## config.mk

```make
export PLATFORM = sky130hd
export DESIGN_NAME = rgst_shift_reg
export DESIGN_NICKNAME = d
export VERILOG_FILES = /design/src/rtl/rgst_pkg.sv /design/src/rtl/dff.sv /design/src/rtl/mux_4_to_1.sv /design/src/rtl/rgst_shift_reg.sv
export SDC_FILE = /design/constraint.sdc
export NUM_CORES = 1
export LEC_CHECK = 0
export ABC_AREA = 1
export BUFFER_PORTS_ARGS = -buffer_cell sky130_fd_sc_hd__clkbuf_2
export CAP_MARGIN = 20
export CORE_MARGIN = 2
export CORE_UTILIZATION = 41
export DETAILED_ROUTE_END_ITERATION = 12
export HOLD_SLACK_MARGIN = 0.03
export PLACE_DENSITY_LB_ADDON = 0.15
export SETUP_SLACK_MARGIN = 0.02
export SLEW_MARGIN = 20
export SYNTH_ARGS = -nofsm -noshare
export SYNTH_HDL_FRONTEND = slang
export SYNTH_SLANG_ARGS = --single-unit
```

## constraint.sdc

```tcl
create_clock -name clk -period 0.8 [get_ports clk]
set_input_delay 0 -clock clk [delete_from_list [all_inputs] [get_ports clk]]
set_output_delay 0 -clock clk [all_outputs]
set_load 0.03 [all_outputs]
```

## src/rtl/rgst_pkg.sv

```systemverilog
// Shared constants for the rgst shift register datapath: per-bit mux select
// encoding and the minimum supported register width.
package rgst_pkg;

    localparam logic [1:0] SEL_HOLD  = 2'b00;
    localparam logic [1:0] SEL_LOAD  = 2'b01;
    localparam logic [1:0] SEL_RIGHT = 2'b10;
    localparam logic [1:0] SEL_LEFT  = 2'b11;

    localparam int MIN_WIDTH = 3;

endpackage

```

## src/rtl/dff.sv

```systemverilog
// Single-bit D flip-flop with synchronous active-high reset and load enable.
module dff (
    input  logic clk,
    input  logic reset,
    input  logic load_enable,
    input  logic data_in,
    output logic data_out
);

    // Capture data_in only when enabled; reset wins over the enable
    always_ff @(posedge clk) begin
        if (reset)
            data_out <= 1'b0;
        else if (load_enable)
            data_out <= data_in;
    end

endmodule

```

## src/rtl/mux_4_to_1.sv

```systemverilog
// One-bit 4:1 mux feeding each register bit.
// data_in ordering is {left, right, load, keep}, indexed by the rgst_pkg select codes.
module mux_4_to_1
    import rgst_pkg::*;
(
    input  logic [3:0] data_in,
    input  logic [1:0] select,
    output logic       data_out
);

    // Route the chosen source for this bit
    always_comb begin
        data_out = data_in[0];
        case (select)
            SEL_HOLD:  data_out = data_in[0];
            SEL_LOAD:  data_out = data_in[1];
            SEL_RIGHT: data_out = data_in[2];
            SEL_LEFT:  data_out = data_in[3];
            default:   data_out = data_in[0];
        endcase
    end

endmodule

```

## src/rtl/rgst_shift_reg.sv

```systemverilog
// Loadable bidirectional shift register for the ALU operand registers.
// Priority load > left > right > hold. Left shift can optionally write the
// inserted bit into both bit 0 and bit 1 (jump_LSb) for radix-4 style steps.
// Right shift takes the MSB from right_shift_value, so an arithmetic shift is
// obtained by feeding back data_out[width-1].
// Optional build macro: RGST_SHIFT_OUT_EN adds shift_out_msb / shift_out_lsb,
// which capture the bit shifted out by the last left / right shift.
// width must be at least rgst_pkg::MIN_WIDTH, since bits 0, 1 and width-1
// each need their own wiring.
module rgst_shift_reg
    import rgst_pkg::*;
#(
    parameter int width = 9
) (
    input  logic             clk,
    input  logic             reset,
    input  logic             load_enable,
    input  logic [width-1:0] data_in,
    input  logic             left_shift_enable,
    input  logic             left_shift_value,
    input  logic             right_shift_enable,
    input  logic             right_shift_value,
    input  logic             jump_LSb,
`ifdef RGST_SHIFT_OUT_EN
    output logic             shift_out_msb,
    output logic             shift_out_lsb,
`endif
    output logic [width-1:0] data_out
);

    logic [1:0] sel;
    logic       ff_enable;

    // Shared select and enable; hold never clocks the flops
    always_comb begin
        sel[1]    = ~load_enable & (left_shift_enable | right_shift_enable);
        sel[0]    = load_enable | left_shift_enable;
        ff_enable = load_enable | left_shift_enable | right_shift_enable;
    end

    genvar i;
    generate
        for (i = 0; i < width; i++) begin : g_bit
            logic left_src;
            logic right_src;
            logic mux_out;

            if (i == 0) begin : g_lsb
                assign left_src = left_shift_value;
            end else if (i == 1) begin : g_bit1
                assign left_src = jump_LSb ? left_shift_value : data_out[0];
            end else begin : g_mid_left
                assign left_src = data_out[i-1];
            end

            if (i == width - 1) begin : g_msb
                assign right_src = right_shift_value;
            end else begin : g_mid_right
                assign right_src = data_out[i+1];
            end

            mux_4_to_1 u_mux (
                .data_in  ({left_src, right_src, data_in[i], data_out[i]}),
                .select   (sel),
                .data_out (mux_out)
            );

            dff u_dff (
                .clk         (clk),
                .reset       (reset),
                .load_enable (ff_enable),
                .data_in     (mux_out),
                .data_out    (data_out[i])
            );
        end
    endgenerate

`ifdef RGST_SHIFT_OUT_EN
    // Remember the bit that fell off each end on the last shift in that direction
    always_ff @(posedge clk) begin
        if (reset) begin
            shift_out_msb <= 1'b0;
            shift_out_lsb <= 1'b0;
        end else begin
            if (sel == SEL_LEFT)
                shift_out_msb <= data_out[width-1];
            if (sel == SEL_RIGHT)
                shift_out_lsb <= data_out[0];
        end
    end
`endif

endmodule

```

; ---- Word-level counts from Yosys, hierarchy flattened
; Index checks and enable logic that the tools add are counted.
[totals]
out_inout_bits = 9
in_bits = 17
reg_bits = 9
[classes]
bitwise = 6
mux = 10
n_eq_ne = 3
reduce_logical = 2
[op_table]
columns = op, count
row1 = $pmux 1 s3, 9
row2 = $eq 2x2->1 const B, 2
row3 = $or 1x1->1, 3
row4 = $eq 2x1->1 const B, 1
row5 = $logic_not 2->1, 1
row6 = $not 1->1, 2
row7 = $reduce_and 2->1, 1
row8 = $and 1x1->1, 1
row9 = $mux 1, 1

; ---- Depth between registers and ports, before layout
; Gate-level depths: netlist (run 1).
[logic_depth]
word_depth = 5
ltp_mapped = 7
ltp_nobuf = 7

; ---- Hierarchy
; From an unflattened synthesis (run 1), not the netlist that was laid out.
[hier_totals]
hier_cells = 197
area_unflattened_um2 = 963.4
[by_module_without_submodules]
columns = module, area_per_inst_um2, cells_per_inst, seq_area_each_um2, n_inst
row1 = mux_4_to_1, 51.3, 13, 0.0, 9
row2 = dff, 45.0, 7, 20.0, 9
row3 = rgst_shift_reg, 96.3, 17, 0.0, 1

; ---- Worst setup path after synthesis (run 1)
; OpenSTA, ideal clock, no wires.
[synth_timing]
path_type = reg-to-reg
startpoint = reg g_bit[6].u_dff.data_out
endpoint = reg g_bit[5].u_dff.data_out
t_arrival_ns = 0.621
t_required_ns = 0.683
setup_ns = 0.117
path_slack_ns = 0.062
path_stages_with_launch = 5
path_cell_list = dfxtp_1 -> o21ai_0 -> nand2_1 -> nor2_1 -> nor2_1
[synth_between]
elab_chain_cells = 1
[synth_lines]
columns = item, line_no
row1 = "start, declared", dff.sv:7  ; output logic data_out
row2 = "start signal, assigned", dff.sv:15  ; data_out <= data_in;
row3 = $pmux 1 s3, mux_4_to_1.sv:14  ; case (select)
row4 = "end signal, assigned", dff.sv:15
row5 = "end, declared", dff.sv:7
; No other way between the ends.
; A chain may end at the register's enable or synchronous reset.

; ---- Worst setup path after layout (run 1)
[layout_timing]
startpoint = reg g_bit[1].u_dff.data_out
endpoint = out data_out[1]
[layout_lines]
columns = item, line_no
row1 = "start, declared", dff.sv:7
row2 = "start signal, assigned", dff.sv:15
row3 = "end, declared", rgst_shift_reg.sv:28  ; output logic [width-1:0] data_out
; No word-level cell between the ends.

==> results by group, run 1 <==
Run status
  • Status: finished with violations
  • Failing checks: negative setup slack

Setup path
  • Crit path max fanout: 3
  • Buf/Inv on CP: 2
  • Critical Path, Cell by Cell: buf_6, buf_8
  • WS Path Type: reg -> out
  • FF-to-FF path depth: 3
  • Critical path endpoint category: primary output
  • Cell family with most CP delay: flip-flops
  • WP data arrival: approximately 0.85 ns
  • Startpoint Class: register
  • Highest-delay cell along the critical path: dfxtp_2
  • Slowest stage delay, CP: 0.33 ns
  • WP depth: 2
  • R2R Setup Slk: 0 ns
  • Worst path required time: about 0.8 ns

Pwr
  • Peak VDD IR: approximately 810 uV
  • Pint: between 0.9 and 1 mW
  • Leak Pwr: roughly 0.48 nW
  • Sequential Power Share: 38.8%
  • Comb pwr share: around a third
  • Switch share: approximately a third
  • Total Power: around 1.4 mW
  • Pwr Density: 1473 nW/um2
  • Clock power share: 28.3%
  • Switching power: about 0.46 mW

Placement
  • Cells after DPL: ~140
  • IO buf count: 25
  • Pre-CTS setup slack: -0.04895 ns
  • Routability congestion estimate: 0.7703
  • Detailed Place HPWL: approximately 1100 um
  • Placed inst area: approximately 750 um2

STA
  • Final Hold Vio Count: 0
  • Fin. max-slew vios: 0
  • Measured slew at the worst slew-check pin: between 0.2 and 0.3 ns
  • Final worst setup slack: -0.04886 ns
  • Clock Skew: between 0.003 and 0.004 ns
  • Period utilization: 106.1%
  • Setup TNS: -0.2008 ns
  • Final min period: roughly 0.85 ns
  • RSZ-0062 raised after global routing: true
  • Setup violators final: 7
  • Max transition margin: between 80 and 90%
  • Fmax: 1178 MHz

Die
  • Top-level port count: 26
  • Initial Utilization: 42.86%
  • Site Rows: 14
  • Core ar.: 1471 um2
  • Width of the die: between 40 and 50 um
  • Die H: between 40 and 50 um
  • Die ar.: ~1900 um2

Synthesis
  • Sequential area share after synthesis: around 29%
  • Ys async rst share: 0%
  • Largest cells by area after synthesis: dfxtp_1 (29%), nor2_1 (17%), buf_4 (11%), o21ai_0 (10%), nand2_1 (9.5%)
  • Mapped Area: roughly 630 um2
  • Area share of the largest cell type after synthesis: between 20 and 30%
  • Top FF cell, synth: dfxtp_1
  • Yosys top cell by area: dfxtp_1
  • Flops & latches, synth: 9
  • Syn_nets: approximately 120
  • Most frequent cell after synthesis: nor2_1
  • Post-synth EDFFs: 0
  • Synth warn: 0
  • Synth cell count leaders: nor2_1 (29), nand2_1 (16), inv_1 (13), o21ai_0 (13)
  • Yosys cell types: 14
  • Mean post-synth cell area: about 6 um2
  • Post-Syn Instances: between 100 and 150

CTS
  • TritonCTS clock tree: built
  • Num CTS Buffers: 3
  • # H-tree levels: 1
  • CTS Sinks: 9
  • Clock Latency Late Sink: about 0.28 ns
  • Clk root buf: clkbuf_4
  • Clock Tree Buf Depth: 2
  • Clock transition at the registers of the reported paths: 0.07 ns

Routing
  • Initial DRC Count: 10
  • WL/cell: approximately 11 um
  • Final ANT Viol Nets: 0
  • Final wirelength: 1589 um
  • Vias/cell: between 4 and 5
  • # DRC: 0
  • Length of the first detailed-routing pass in iterations: 4
  • Via count: 724

Cells and area
  • Ant diodes: 0
  • Design Area, Final: roughly 930 um2
  • Layout cells sized above 1: ~43%
  • Max FFs per register: 9
  • Top flop regs: g_bit.u_dff.data_out: 9 flops
  • Cell Count, Final, Fillers Out: around 150
  • Largest reg by FF count: g_bit.u_dff.data_out
  • P&R area growth vs syn: 46.83%
  • Post-layout nets: 150

GRT
  • Initial antenna violation count: 0
  • Vias in the first global route: between 600 and 700
  • Grt ovf: 0
  • GRT Total Usage: between 10% and 20%
  • Largest net degree at the start of global routing: 13
  • First-pass GRT wire length: 2711 um

Min path
  • Worst hold path type: in -> reg
  • Hold-critical path depth: 5

Job
  • Max Cap Viol: 0
==> what timing repair did <==
action	CTS	global route
gates cloned	0	0
pin swaps	3	10
endpoints found under the setup margin	17	18
buffers inserted	1	0
hold endpoints to repair	1	0
hold buffers	1	0
resized for setup	36	16
==> routing by layer <==
layer	wire [um]	up-vias	track usage, %
li1	-	369	-
met1	666	319	24.55
met2	740	30	30.75
met3	143	6	5.106
met4	39	0	9.091
met5	0	-	0
==> cell usage in the layout (no fill, tap or decap), drive strengths merged <==
cell type	n
nor2	30
clkbuf	22
nand2	19
o21ai	15
buf	15
inv	14
dfxtp	9
nand3	7
dlygate4sd3	1
==> worst min-delay path: stages <==
cell      delay [ns]
clkbuf_2        0.08
nand2_1         0.04
nand2_1         0.05
nor2_1          0.03
nor2_1          0.06
==> through the flow <==
step | util, % | hold WS [ns]
global placement | 50.94 | 0.2977
detailed placement | 50.94 | 0.3035
global route | 62.93 | 0.03876
CTS | 61.31 | 0.03419
finish | 62.93 | 0.02106
floorplan | - | 0.2037
==> final cells by class <==
type                       count  area, um2
inverter                      14      52.55
tap                           16      20.02
timing repair buffer          34      301.5
sequential                     9      196.4
multi-input combinational     71      329.1
clock buffer                   4      26.28
fill                         155      545.5
==> cells by family after synthesis <==
logic type	after synthesis	share of synthesized area (%)
simple gates	56	38.69
buf+inv	24	20.83
flops	9	28.57
compound gates	15	11.90
==> final timing paths <==
path                                        start                              endpoint
min reg2reg  g_bit[1].u_dff.data_out$_SDFFE_PP0P_  g_bit[1].u_dff.data_out$_SDFFE_PP0P_
min                                    data_in[3]  g_bit[3].u_dff.data_out$_SDFFE_PP0P_
max          g_bit[1].u_dff.data_out$_SDFFE_PP0P_                           data_out[1]
max reg2reg  g_bit[4].u_dff.data_out$_SDFFE_PP0P_  g_bit[4].u_dff.data_out$_SDFFE_PP0P_
==> power groups by stage <==
stage                     Clock (mW)  Combinational [mW]  Sequential [mW]
after CTS                      0.379               0.425            0.526
after global placement             0               0.344            0.521
after detailed placement           0               0.348            0.522
after floorplan                    0               0.259            0.515
final                          0.386               0.449            0.529
after global routing           0.404               0.493            0.534
Note: power is estimated with default switching activity, not from simulation.
==> inputs of run 2 (changes only) <==
==> constraint.sdc (replaced) <==
create_clock -name clk -period 0.8 [get_ports clk]
set_input_delay 0.12 -clock clk [delete_from_list [all_inputs] [get_ports clk]]
set_output_delay 0.12 -clock clk [all_outputs]
set_load 0.03 [all_outputs]
==> results by group, run 2 (synthesized netlist as in run 1, its figures left out) <==
Cells and area
  • Largest reg by FF count: g_bit.u_dff.data_out
  • Max FFs per register: 9 (unchanged)
  • Cell Count, Final, Fillers Out: 149 (+0.68%)
  • Area of the multi-input gates: 359.1 um2 (+9.1%)
  • Register area: 203.9 um2 (+3.8%)
  • Most frequent cells in the layout: nor2_1 (26), nand2_1 (16), clkbuf_2 (16), inv_1 (11), buf_4 (9)
  • Design Area, Final: 955.9 um2 (+3.2%)
  • Most common cell after layout, fill and taps aside: nor2_1
  • P&R area growth vs syn: 51.59%
  • Layout cells sized above 1: 48.87% (+5.7 points)
  • Top flop regs: g_bit.u_dff.data_out: 9 flops
  • Ant diodes: 0 (unchanged)
  • Post-layout nets: 151 (+0.67%)
  • Fillers: 139 (-10%)
  • Layout Utilization: 64.97% (+2.0 points)

Job
  • Max Cap Viol: 0 (unchanged)

Run status
  • Failing checks: negative setup slack
  • Status: finished with violations

Setup path
  • Worst path required time: 0.68 ns (-0.12 ns)
  • Buf/Inv on CP: 1 (-1)
  • Critical R2R Capture: g_bit[2].u_dff.data_out$_SDFFE_PP0P_
  • Crit path max fanout: 4 (+1)
  • Cell family with most CP delay: flip-flops
  • Critical path endpoint category: primary output
  • Critical Path, Cell by Cell: clkbuf_8
  • R2R Path Start: g_bit[3].u_dff.data_out$_SDFFE_PP0P_
  • Highest-delay cell along the critical path: dfxtp_2
  • R2R Setup Slk: -0.03 ns (-0.03 ns)
  • Startpoint Class: register
  • Slowest stage delay, CP: 0.36 ns (+0.03 ns)
  • WP data arrival: 0.77 ns (-0.08 ns)
  • WS Path Type: reg -> out
  • FF-to-FF path depth: 5 (+2)

Min path
  • Worst hold path type: in -> reg
  • Hold-critical path depth: 5 (unchanged)
  • Min-delay src: data_in[6]
  • Hold Path Sink: g_bit[6].u_dff.data_out$_SDFFE_PP0P_

CTS
  • CTS Sinks: 9 (unchanged)
  • # H-tree levels: 1 (unchanged)
  • Clock Latency Late Sink: 0.26 ns (-0.02 ns)
  • Clock Tree Buf Depth: 2 (unchanged)
  • Clk root buf: clkbuf_4
  • Clock transition at the registers of the reported paths: 0.08 ns (about the same)
  • TritonCTS clock tree: built
  • Num CTS Buffers: 3 (unchanged)

Routing
  • Length of the first detailed-routing pass in iterations: 4 (unchanged)
  • Final wirelength: 1504 um (-5.3%)
  • Initial DRC Count: 16 (+6)
  • Vias/cell: 4.705 (-3.8%)
  • # DRC: 0 (unchanged)
  • Final ANT Viol Nets: 0 (unchanged)
  • Via count: 701 (-3.2%)
  • WL/cell: 10.09 um (-6.0%)

STA
  • Max transition margin: 84.99% (+3.2 points)
  • Measured slew at the worst slew-check pin: 0.2249 ns (-0.04769 ns)
  • RSZ-0062 raised after global routing: true
  • WHS: 0.1621 ns (+0.1410 ns)
  • Final min period: 0.8904 ns (+0.04152 ns)
  • Fin. max-slew vios: 0 (unchanged)
  • Clock Skew: 0.006104 ns (+0.002781 ns)
  • Final worst setup slack: -0.09038 ns (-0.04152 ns)
  • Fmax: 1123 MHz (-4.7%)
  • Setup TNS: -0.7123 ns (-0.5115 ns)
  • Period utilization: 111.3% (+5.2 points)
  • Setup violators final: 11 (+4)
  • Final Hold Vio Count: 0 (unchanged)

Placement
  • Pre-CTS setup slack: -0.1185 ns (-0.06956 ns)
  • Cells after DPL: 142 (unchanged)
  • Placed inst area: 749.5 um2 (unchanged)
  • IO buf count: 25 (unchanged)
  • Detailed Place HPWL: 1121 um (-1.8%)
  • Routability congestion estimate: 0.8221 (+6.7%)

Pwr
  • Total Power: 1.349 mW (-1.1%)
  • Leak Pwr: 0.4895 nW (+2.4%)
  • Pwr Density: 1411 nW/um2 (-4.2%)
  • Peak VDD IR: 926.6 uV (+14%)

Die
  • Top-level port count: 26 (unchanged)
  • Initial Utilization: 42.86% (unchanged)
  • Core ar.: 1471 um2 (unchanged)
  • Die ar.: 1868 um2 (unchanged)
  • Die H: 43.22 um (unchanged)
  • Width of the die: 43.22 um (unchanged)
  • Site Rows: 14 (unchanged)

GRT
  • Largest net degree at the start of global routing: 13 (unchanged)
  • Grt ovf: 0 (unchanged)
  • First-pass GRT wire length: 2325 um (-14%)
  • GRT Total Usage: 16.13% (-3.4 points)
  • Vias in the first global route: 559 (-15%)
  • Initial antenna violation count: 0 (unchanged)
run 2: cell count changes in the layout (fill, tap and decap cells not counted), sizes merged:
cell	change
dlygate4sd3	-1
clkinv	+1
buf	+3
clkbuf	-2
run 2: what timing repair did:
item                                   4_1_cts  5_1_grt
buffers inserted                             2        1
hold buffers                                 0        0
gates cloned                                 0        0
setup endpoints to repair                   13       17
resized for setup                           31       28
pin swaps                                    4       16
endpoints found under the hold margin        0        0
run 2: how the worst max path moves through the flow:
stage                                               startpoint                                    to  depth (start not counted)
final                     g_bit[2].u_dff.data_out$_SDFFE_PP0P_                           data_out[2]                          1
after floorplan                              left_shift_enable  g_bit[8].u_dff.data_out$_SDFFE_PP0P_                          5
after global routing      g_bit[2].u_dff.data_out$_SDFFE_PP0P_                           data_out[2]                          1
after CTS                 g_bit[5].u_dff.data_out$_SDFFE_PP0P_                           data_out[5]                          1
after detailed placement                    right_shift_enable  g_bit[8].u_dff.data_out$_SDFFE_PP0P_                          7
after global placement                      right_shift_enable  g_bit[8].u_dff.data_out$_SDFFE_PP0P_                          7
run 2: cell type report:
type / instances / share of cell area [%]
inverter: 14 / 5.497
clock inverter: 1 / 0.5236
sequential: 9 / 21.34
multi-input combinational: 71 / 37.57
tap: 16 / 2.094
clock buffer: 3 / 2.356
timing repair buffer: 35 / 30.63
run 2: metal layers:
layer / track usage, % / vias up / wire length [um]
li1: - / 371 / -
met1: 21.65 / 309 / 717
met2: 25.97 / 19 / 699
met3: 2.553 / 2 / 77
met4: 5.455 / 0 / 10
met5: 0 / - / 0
run 2: report_power, final:
part	total (mW)	internal, mW	switching (mW)
clock network	0.371	0.184	0.187
logic	0.449	0.218	0.231
registers	0.528	0.484	0.0443
total	1.35	0.886	0.463
==> inputs of run 3 (changes only) <==
--- a/config.mk
+++ b/config.mk
@@ -8,7 +8,6 @@
 export ABC_AREA = 1
 export BUFFER_PORTS_ARGS = -buffer_cell sky130_fd_sc_hd__clkbuf_2
 export CAP_MARGIN = 20
-export CORE_MARGIN = 2
 export CORE_UTILIZATION = 41
 export DETAILED_ROUTE_END_ITERATION = 12
 export HOLD_SLACK_MARGIN = 0.03
==> results by group, run 3 (synthesized netlist as in run 1, its figures left out) <==
STA
  • Fin. max-slew vios: 0 (unchanged)
  • Setup violators final: 13 (+2)
  • Measured slew at the worst slew-check pin: 0.2998 ns (+0.07487 ns)
  • RSZ-0062 raised after global routing: true
  • Final Hold Vio Count: 0 (unchanged)
  • Fmax: 1130 MHz (+0.64%)
  • Final min period: 0.8847 ns (-0.005644 ns)
  • Final worst setup slack: -0.08473 ns (+0.005644 ns)
  • Period utilization: 110.6% (-0.71 points)
  • Clock Skew: 0.004945 ns (-0.001158 ns)
  • Max transition margin: 79.97% (-5.0 points)

Cells and area
  • P&R area growth vs syn: 45.83%
  • Most frequent cells in the layout: nor2_1 (27), nand2_1 (16), clkbuf_2 (16), inv_1 (11), buf_8 (8)
  • Fillers: 132 (-5.0%)
  • Most common cell after layout, fill and taps aside: nor2_1
  • Layout cells sized above 1: 45.38% (-3.5 points)
  • Post-layout nets: 148 (-2.0%)
  • Max FFs per register: 9 (unchanged)
  • Top flop regs: g_bit.u_dff.data_out: 9 flops
  • Ant diodes: 0 (unchanged)
  • Cell Count, Final, Fillers Out: 145 (-2.7%)
  • Largest reg by FF count: g_bit.u_dff.data_out
  • Layout Utilization: 67.31% (+2.3 points)

Setup path
  • Slowest stage delay, CP: 0.37 ns (about the same)
  • Highest-delay cell along the critical path: dfxtp_4
  • Critical R2R Capture: g_bit[2].u_dff.data_out$_SDFFE_PP0P_
  • R2R Path Start: g_bit[3].u_dff.data_out$_SDFFE_PP0P_
  • Cell family with most CP delay: flip-flops
  • WP data arrival: 0.76 ns (about the same)
  • WS Path Type: reg -> out
  • Critical path endpoint category: primary output
  • R2R Setup Slk: -0.05 ns (-0.02 ns)
  • Worst path required time: 0.68 ns (about the same)
  • Startpoint Class: register
  • Buf/Inv on CP: 1 (unchanged)
  • FF-to-FF path depth: 5 (unchanged)
  • Critical Path, Cell by Cell: buf_8
  • Crit path max fanout: 4 (unchanged)
  • CP Launch Point: g_bit[4].u_dff.data_out$_SDFFE_PP0P_

CTS
  • Clock transition at the registers of the reported paths: 0.07 ns (about the same)
  • TritonCTS clock tree: built
  • CTS Sinks: 9 (unchanged)
  • Num CTS Buffers: 3 (unchanged)
  • Clock Tree Buf Depth: 2 (unchanged)
  • Clock Latency Late Sink: 0.27 ns (about the same)
  • Clk root buf: clkbuf_4
  • # H-tree levels: 1 (unchanged)

Die
  • Site Rows: 13 (-1)
  • Initial Utilization: 46.15% (+3.3 points)
  • Width of the die: 41.22 um (-4.6%)
  • Core ar.: 1366 um2 (-7.1%)
  • Die H: 41.22 um (-4.6%)
  • Die ar.: 1699 um2 (-9.0%)
  • Top-level port count: 26 (unchanged)

Min path
  • Hold-critical path depth: 5 (unchanged)
  • Worst hold path type: in -> reg
  • Min-delay src: data_in[0]
  • Hold Path Sink: g_bit[0].u_dff.data_out$_SDFFE_PP0P_

GRT
  • Grt ovf: 0 (unchanged)
  • Largest net degree at the start of global routing: 13 (unchanged)
  • GRT Total Usage: 20.20% (+4.1 points)
  • Vias in the first global route: 520 (-7.0%)
  • Initial antenna violation count: 0 (unchanged)
  • First-pass GRT wire length: 2180 um (-6.2%)

Pwr
  • Switch share: 33.83% (-0.47 points)
  • Clock power share: 28.2% (+0.7 points)
  • Sequential Power Share: 39.6% (+0.4 points)
  • Switching power: 0.4504 mW (-2.7%)
  • Pwr Density: 1447 nW/um2 (+2.6%)
  • Comb pwr share: 32.3% (-1.0 points)
  • Pint: 0.8807 mW (-0.63%)
  • Leak Pwr: 0.4707 nW (-3.8%)
  • Peak VDD IR: 772.4 uV (-17%)

Routing
  • Final wirelength: 1460 um (-2.9%)
  • # DRC: 0 (unchanged)
  • WL/cell: 10.07 um (-0.25%)
  • Initial DRC Count: 13 (-3)
  • Length of the first detailed-routing pass in iterations: 4 (unchanged)
  • Via count: 654 (-6.7%)
  • Final ANT Viol Nets: 0 (unchanged)
  • Vias/cell: 4.510 (-4.1%)

Placement
  • IO buf count: 25 (unchanged)
  • Cells after DPL: 138 (-2.8%)
  • Detailed Place HPWL: 1020 um (-9.0%)
  • Routability congestion estimate: 0.8107 (-1.4%)

Run status
  • Status: finished with violations
  • Failing checks: negative setup slack

Job
  • Max Cap Viol: 0 (unchanged)
==> run 3: cell count changes in the layout (fill, tap and decap cells not counted) <==
cell	before	now
dfxtp_2	4	3
clkbuf_1	0	1
o21ai_2	4	3
nand3_2	2	3
clkinv_2	1	0
nand3_4	1	0
buf_4	9	6
nor2_1	26	27
o21ai_1	4	5
nor2_2	3	2
dfxtp_4	5	6
==> run 3: layout make-up <==
cell class | count | area (um2) | area share [%]
Clock buffer | 4 | 26.28 | 2.857
Inverter | 14 | 52.55 | 5.714
Multi-Input combinational cell | 71 | 345.3 | 37.55
Sequential cell | 9 | 206.4 | 22.45
Tap cell | 15 | 18.77 | 2.041
Timing Repair Buffer | 32 | 270.3 | 29.39
==> run 3: what timing repair did <==
action,CTS,global route
hold buffers,0,0
endpoints found under the setup margin,15,17
resized for setup,32,25
pin swaps,3,11
setup buffers,2,1
==> run 3: stage by stage <==
stage / area [um2] / setup TNS [ns] / hold WS (ns) / total power [mW] / setup WS [ns]
floorplan: 630.6 / 0 / 0.3237 / 0.7740 / 0.01434
global placement: 725.7 / -1.095 / 0.4224 / 0.8462 / -0.1496
detailed placement: 725.7 / -1.210 / 0.4235 / 0.8488 / -0.1566
CTS: 857.1 / -0.9152 / 0.1510 / 1.295 / -0.1080
global route: 919.6 / -1.394 / 0.1802 / 1.401 / -0.1039
finish: 919.6 / -0.7940 / 0.1404 / 1.331 / -0.08473
==> run 3: worst max path at each step <==
| stage | end | slack (ns) | cells past startpoint |
|---|---|---|---|
| 2_1_floorplan | g_bit[8].u_dff.data_out$_SDFFE_PP0P_ | 0.01 | 5 |
| 3_3_place_gp | g_bit[7].u_dff.data_out$_SDFFE_PP0P_ | -0.15 | 5 |
| 6_report | data_out[4] | -0.08 | 1 |
| 5_1_grt | g_bit[2].u_dff.data_out$_SDFFE_PP0P_ | -0.10 | 5 |
| 3_5_place_dp | g_bit[4].u_dff.data_out$_SDFFE_PP0P_ | -0.16 | 5 |
| 4_1_cts | data_out[4] | -0.11 | 1 |
==> run 3: per-layer routing <==
layer,track usage [%],wire [um],vias up
met2,31.25,632,24
met3,4.891,83,5
met1,25.88,722,260
met5,0,0,-
li1,-,-,365
met4,9.677,22,0
==> run 3: power by group through the flow <==
| stage | logic (mW) | clock network (mW) | registers (mW) |
|---|---|---|---|
| floorplan | 0.259 | 0 | 0.515 |
| global placement | 0.322 | 0 | 0.524 |
| detailed placement | 0.324 | 0 | 0.525 |
| CTS | 0.396 | 0.376 | 0.522 |
| global route | 0.471 | 0.397 | 0.533 |
| finish | 0.429 | 0.375 | 0.527 |
